## config.mk

```make
export PLATFORM = sky130hd
export DESIGN_NAME = conv2d_pointwise_nch
export DESIGN_NICKNAME = d
export VERILOG_FILES = /design/src/rtl/conv2d_pointwise_nch.sv
export SDC_FILE = /design/constraint.sdc
export NUM_CORES = 2
export LEC_CHECK = 0
export CAP_MARGIN = 15
export CORE_UTILIZATION = 35
export CTS_BUF_LIST = sky130_fd_sc_hd__clkbuf_8
export CTS_CLUSTER_DIAMETER = 100
export DETAILED_ROUTE_END_ITERATION = 10
export PLACE_DENSITY_LB_ADDON = 0.15
export SKIP_LAST_GASP = 1
export SYNTH_ARGS = -nofsm -noshare
export SYNTH_HDL_FRONTEND = slang
export SYNTH_SLANG_ARGS = --single-unit
```

## constraint.sdc

```tcl
create_clock -name clk -period 9.3 [get_ports clk]
set_clock_uncertainty 0.15 [all_clocks]
set_input_delay 1.86 -clock clk [delete_from_list [all_inputs] [get_ports clk]]
set_output_delay 1.86 -clock clk [all_outputs]
set_load 0.05 [all_outputs]
```

## src/rtl/conv2d_pointwise_nch.sv

```systemverilog
// Pointwise (1x1) convolution across CH channels: pipelined multiply, adder tree, bias, ReLU.
// Optional build macro CONV2D_PW_SATURATE_EN selects a clamp instead of wrap-around on the output.
module conv2d_pointwise_nch #(
   parameter int IMG_Width  = 3,
   parameter int IMG_Height = 3,
   parameter int CH         = 12,
   parameter int Datawidth  = 32,
   parameter int FRAC       = 0,
   parameter int ReLU       = 1,
   parameter logic [CH*Datawidth-1:0]    WEIGHTS = {CH{Datawidth'(1)}},
   parameter logic signed [Datawidth-1:0] BIAS   = Datawidth'(1)
) (
   input  logic                      clk,
   input  logic                      rst,
   input  logic [CH*Datawidth-1:0]   In,
   input  logic                      valid_in,
   output logic                      ready_in,
   output logic [Datawidth-1:0]      Out,
   output logic                      valid_out,
   input  logic                      ready_out,
   output logic                      frame_last
);

   localparam int L    = (CH > 1) ? $clog2(CH) : 1;
   localparam int ACCW = Datawidth + $clog2(CH) + 1;
   localparam int PW   = (2*Datawidth > ACCW) ? 2*Datawidth : ACCW;
   localparam int SW   = ACCW + 1;
   localparam int NPIX = IMG_Width * IMG_Height;
   localparam int CW   = (NPIX > 1) ? $clog2(NPIX) : 1;
   localparam logic [CW-1:0] LAST_IDX = CW'(NPIX - 1);
   localparam logic signed [SW-1:0] S_MAX = SW'({1'b0, {(Datawidth-1){1'b1}}});
   localparam logic signed [SW-1:0] S_MIN = ~S_MAX;

   // Operand count feeding tree level l (level 0 = the CH products).
   function automatic int lvl_cnt(input int l);
      int n;
      n = CH;
      for (int i = 0; i < l; i++) n = (n + 1) / 2;
      return n;
   endfunction

   function automatic logic signed [ACCW-1:0] pmul(
      input logic signed [Datawidth-1:0] a,
      input logic signed [Datawidth-1:0] b
   );
      logic signed [PW-1:0] p;
      p = (PW'(a) * PW'(b)) >>> FRAC;
      return p[ACCW-1:0];
   endfunction

   // Bias is added one bit wider than the tree so the sum itself never wraps.
   function automatic logic [Datawidth-1:0] stage_o(input logic signed [ACCW-1:0] t);
      logic signed [SW-1:0] s;
      s = SW'(t) + SW'(BIAS);
      if (ReLU != 0 && s < 0) s = '0;
`ifdef CONV2D_PW_SATURATE_EN
      if (s > S_MAX)      s = S_MAX;
      else if (s < S_MIN) s = S_MIN;
`endif
      return s[Datawidth-1:0];
   endfunction

   logic signed [ACCW-1:0] tree_q [0:L][0:CH];
   logic signed [ACCW-1:0] tree_d [0:L][0:CH];
   logic [L:0]             vld_q, vld_d;
   logic [Datawidth-1:0]   out_q, out_d;
   logic                   valid_out_q, valid_out_d;
   logic                   frame_last_q, frame_last_d;
   logic [CW-1:0]          cnt_q, cnt_d;
   logic                   en;

   assign en         = !valid_out_q || ready_out;
   assign ready_in   = en;
   assign Out        = out_q;
   assign valid_out  = valid_out_q;
   assign frame_last = frame_last_q;

   // Level 0 holds the products; levels 1..L are the registered adder tree.
   always_comb begin
      tree_d = tree_q;
      vld_d  = vld_q;
      if (en) begin
         vld_d[0] = valid_in;
         for (int l = 1; l <= L; l++) vld_d[l] = vld_q[l-1];
         for (int k = 0; k <= CH; k++) tree_d[0][k] = '0;
         for (int k = 0; k < CH; k++)
            tree_d[0][k] = pmul(In[k*Datawidth +: Datawidth], WEIGHTS[k*Datawidth +: Datawidth]);
         for (int l = 1; l <= L; l++) begin
            for (int j = 0; j <= CH; j++) tree_d[l][j] = '0;
            for (int j = 0; j < (CH + 1) / 2; j++) begin
               if (2*j + 1 < lvl_cnt(l-1))
                  tree_d[l][j] = tree_q[l-1][2*j] + tree_q[l-1][2*j+1];
               else if (2*j < lvl_cnt(l-1))
                  tree_d[l][j] = tree_q[l-1][2*j];
            end
         end
      end
   end

   // The pixel index of a newly loaded result already accounts for a drain in the same cycle.
   always_comb begin
      out_d        = out_q;
      valid_out_d  = valid_out_q;
      frame_last_d = frame_last_q;
      cnt_d        = cnt_q;
      if (valid_out_q && ready_out)
         cnt_d = (cnt_q == LAST_IDX) ? '0 : cnt_q + 1'b1;
      if (en) begin
         valid_out_d  = vld_q[L];
         frame_last_d = vld_q[L] && (cnt_d == LAST_IDX);
         if (vld_q[L]) out_d = stage_o(tree_q[L][0]);
      end
   end

   always_ff @(posedge clk) begin
      if (rst) begin
         tree_q       <= '{default: '0};
         vld_q        <= '0;
         out_q        <= '0;
         valid_out_q  <= 1'b0;
         frame_last_q <= 1'b0;
         cnt_q        <= '0;
      end else begin
         tree_q       <= tree_d;
         vld_q        <= vld_d;
         out_q        <= out_d;
         valid_out_q  <= valid_out_d;
         frame_last_q <= frame_last_d;
         cnt_q        <= cnt_d;
      end
   end

endmodule

```

### Word-level counts from Yosys, hierarchy flattened

Index checks and enable logic that the tools add are counted.

| word-level totals | value |
|---|---|
| memory bits (read-only) | 0 |
| output and inout port bits | 35 |
| RAM bits | 0 |
| memories kept | 0 |
| word-level logic and storage cells | 53 |
| input port bits | 388 |
| bits in latches | 0 |
| register bits | 871 |

| operators by class | value |
|---|---|
| divide/modulo/power cells | 0 |
| reductions and logical operators | 5 |
| multiply operators | 0 |
| shifts and indexed selects | 0 |
| $lt $le $gt $ge | 1 |
| $add $sub $neg | 13 |
| muxes and demuxes | 3 |
| bitwise operators | 0 |
| eq/ne operators | 2 |

Operators by type and width:

| kind | number |
|---|---|
| $add A32 B32 Y33 | 6 |
| $add A37 B37 Y37 | 5 |
| $add A37 B2 Y38 const B | 1 |
| $lt A38 B1 Y1 const B | 1 |
| $mux W32 | 1 |
| $eq A4 B4 Y1 const B | 2 |
| $mux W4 | 2 |
| $add A4 B1 Y4 const B | 1 |
| $logic_and A1 B1 Y1 | 2 |
| $reduce_and A2 Y1 | 1 |
| $logic_not A1 Y1 | 1 |
| $logic_or A1 B1 Y1 | 1 |

### Logic depth before layout (Yosys ltp)

| logic depth | value |
|---|---|
| depth in word-level cells | 5 |
| mapped depth | 13 |

### Worst setup path before layout

OpenSTA, ideal clock, no wires.

| timing | value |
|---|---|
| path type | input to output |
| start | input ready_out |
| end | output ready_in |
| data required time | 7290 ps |
| arrival time | 2936 ps |
| slack | 4354 ps |
| cell stages on the path | 4 |
| path buffers | 2 |
| cells stage by stage | nor2b_1 -> inv_2 -> clkbuf_1 -> clkbuf_1 |

| on the way | value |
|---|---|
| cells in the longest elaborated chain, start to end | 1 |

Ends and longest elaborated chain:

| item | line | text |
|---|---|---|
| from (decl) | 20 | `input logic ready_out,` |
| $logic_or A1 B1 Y1 | 72 | `assign en = !valid_out_q \|\| ready_out;` |
| to (decl) | 17 | `output logic ready_in,` |

No other way between the ends.

### Worst setup path after layout

Ends and elaborated chain as after synthesis.

==> results.md <==
- Run status: completed
- Number of buffers added by the clock tree synthesis step: 155
- Worst min-delay path category: reg -> reg
- Total power density per cell area: 180.3 mW/mm2
- Number of antenna violations at the first check in global routing: 6
- First drt pass iteration count: 6
- Cell count after synthesis: 5798
- Placed Cells incl. Taps: 7689
- Number of enable flip-flop cells after synthesis: 0
- Final HPWL from detailed placement: 95220 um
- Class of the most critical setup path: in -> out
- Dpl cell area: 0.05107 mm2
- Post-Syn Area: 0.04551 mm2
- Full die area: 0.1315 mm2
- Antenna Nets Post-Route: 0
- Achievable Freq: 0.1792 GHz
- Setup repair after global routing missed its margin: false
- Number of nets at the end of the flow: 6882
- Clock Sink Count: 847
- Most common cell after layout, fill and taps aside: nand2_1
- Unique cell type count in the Yosys netlist: 87
- Met3 wire length: 6610 um
- Clock tree from TritonCTS: yes
- Share of the clock period used by the worst path: 0.6001
- Later-pin clock latency in the skew report: 880 ps
- Grt ovf: 0
- Sequential share of the synthesized area: 0.3726
- Actual slew at the worst max-slew pin: 1104 ps
- Count of input and output buffers: 422
- Via count of the first global-routing pass: 38840
- Critical Path Start Type: primary input
- Gp weighted congestion: 0.8591
- H-tree level count: 4
- Leakage power of the design: 23.92 nW
- Crit end category: output pin
- Post-route setup TNS: 0 ps
- Met1 Routed Length: 65600 um
- Dominant register cell in the synthesized netlist: dfxtp_1
- Clock buffer depth: 3
- Via density: 5.102
- Crit path arrival time: 3570 ps
- Y dimension of the die: 362.6 um
- Flip-flop and latch count after synthesis: 847
- DRC marker count from the first detailed-route iteration: 2371
- Buf/Inv on CP: 3
- Root cell of the clock tree: clkbuf_8
- Crit-path leading delay family: buffers and inverters
- Final hold violations: 0
- Critical path peak fanout: 37
- Max-capacitance violation count: 0
- Post-synthesis async set-or-reset flop share: 0
- Via Count: 40640
- Cell row count: 131
- Count of instances resized after the clock tree is built: 0
- Floorplan core area: 0.1283 mm2
- Initial cell density of the core: 0.3546
- All-layer global routing usage: 0.1954
- Critical path's slowest cell: clkdlybuf4s50_1
- Met2 wire length: 56330 um
- Final Worst Setup Slack: 3719 ps
- Overall Power: 9.782 mW
- Clock transition at the register clock pins on the worst setup and hold paths after CTS: 60 ps
- Number of buffers added to fix hold violations after cts: 0
- DRC errors left: 0
- Place WS: 3520 ps
- Count of yosys warnings during synthesis: 0
- Wire length of the first global-routing pass: 208300 um
- Routed wire length: 131600 um
- Slew HR: 0.2643
- Mean instance size in the synthesized netlist: 7.850 um2
- Critical Path Most Common Cell: clkdlybuf4s50_1
- Proportion of layout cells with a drive suffix above 1: 0.04699
- Highest Signal Layer: met5
- Pin count of the biggest net entering global routing: 196
- Final-report max-slew violation count: 0
- Peak supply drop: 132.5 uV
- Average wire per standard cell: 16.52 um
- Post-route minimum period: 5581 ps
- Data required time at the worst endpoint: 7290 ps
- Boundary Pins: 423
- Buffer count from post-CTS setup fixing: 0
- Cells along the critical path: clkdlybuf4s50_1 -> nor2b_4 -> inv_8 -> clkdlybuf4s50_1
- Relative area change from synthesis to final layout: 19.22%
- Final Instance Count excl. Fillers: 7966
- Final count of negative-setup-slack endpoints: 0
- Final instance area: 0.05426 mm2
- Post-synth net total: 6563
- Critical Path Max Stage Delay: 860 ps
- Chip Width: 362.6 um
- Highest-count cells in the layout ignoring fill and taps: nand2_1, a21oi_1, dfxtp_1
[layout make-up]
type,count,area (um2)
inverters,85,326.6
well taps,1729,2163
fillers,13330,74080
multi-input cells,4579,27150
repair buffers,449,4469
flip-flops and latches,847,16960
clock inverters,88,611.8
diodes,2,5.005
clock buffers,187,2574
[worst reg2reg max path: cells and delay by family, from the launching register on]
| family | cells | cell delay, ps |
|---|---|---|
| flip-flops | 1 | 320 |
| adder cells (fa/ha/maj) | 2 | 630 |
| AND/OR/NAND/NOR | 1 | 110 |
| AO/OA/AOI/OAI | 10 | 2780 |
[final timing paths]
check                                                from                         to  slack [ps]  cells after the start
worst min-delay path                vld_q[3]$_SDFFE_PP0N_      vld_q[4]$_SDFFE_PP0N_         300                      2
worst min register to register      vld_q[3]$_SDFFE_PP0N_      vld_q[4]$_SDFFE_PP0N_         300                      2
worst max-delay path                            ready_out                   ready_in        3720                      4
worst max register to register  tree_q[1961]$_SDFFE_PP0N_  tree_q[1737]$_SDFFE_PP0N_        5190                     13
[metrics by stage]
| stage | hold slack (ps) | utilization |
|---|---|---|
| floorplan | 274.7 | - |
| global placement | 288.9 | 0.3979 |
| detailed placement | 292.3 | 0.3979 |
| CTS | 296.3 | 0.4228 |
| global route | 318.7 | 0.4228 |
| finish | 296.2 | 0.4228 |
[kinds of logic after synthesis]
logic type | after synthesis | synth area share
simple gates | 2064 | 0.1881
compound gates | 1795 | 0.2363
flops | 847 | 0.3726
fa+ha+maj | 377 | 0.1055
buf+inv | 372 | 0.03145
xor+xnor | 339 | 0.06524
mux | 4 | 0.0009072
[sequential cells by signal, indices dropped and copies added, names as in the netlist]
| name | count |
|---|---|
| tree_q | 804 |
| Out | 32 |
| vld_q | 5 |
| cnt_q | 4 |
| frame_last | 1 |
| valid_out | 1 |
[report_power, final]
group | switching [mW] | internal (mW) | leakage, nW
clock network | 1.67 | 2.00 | 1.83
logic | 1.03 | 0.841 | 15.1
registers | 0.276 | 3.96 | 7.02
[cell usage after synthesis (7+ instances only)]
master     instances  area [um2]
nor3b_1            9       67.56
nor3_1            32       160.2
xnor2_1          209        1831
o31ai_1           21       157.7
ha_1             366        4579
a41oi_1            7       61.31
a22o_1            12       105.1
a211o_1           12       105.1
nand4_1           27       168.9
a31oi_1           40       250.2
nand2b_1          42       262.8
o22ai_1           10       62.56
and3_1            38       237.7
a2111oi_0         12       105.1
fa_1              11       220.2
a221oi_1          12       105.1
nor2b_1           30       187.7
and4_1            11       96.34
o21bai_1          43       322.8
o21ai_1           11       55.05
inv_1             84       315.3
or3_1             18       112.6
nand2_1         1461        5484
nand3_1           82       410.4
a22oi_1           33       247.7
and2_1            22       137.6
a21boi_0           8       60.06
a31o_2             8       70.07
o211ai_1          26       195.2
xor2_1           130        1139
nor2_1           257       964.7
a211oi_1          63       473.0
o31a_1             9       78.83
clkbuf_1         267        1002
buf_1             12       45.04
a21o_1           190        1426
dfxtp_1          847       16960
o21a_1            54       405.4
a21oi_1          916        4584
o21ai_0          247        1236
[metal layers]
layer	vias up	GRT usage
li1	20830	-
met3	194	0.03730
met4	2	0.05982
met1	18800	0.2768
met2	811	0.2973
met5	-	0
Note: power is estimated with default switching activity, not from simulation.
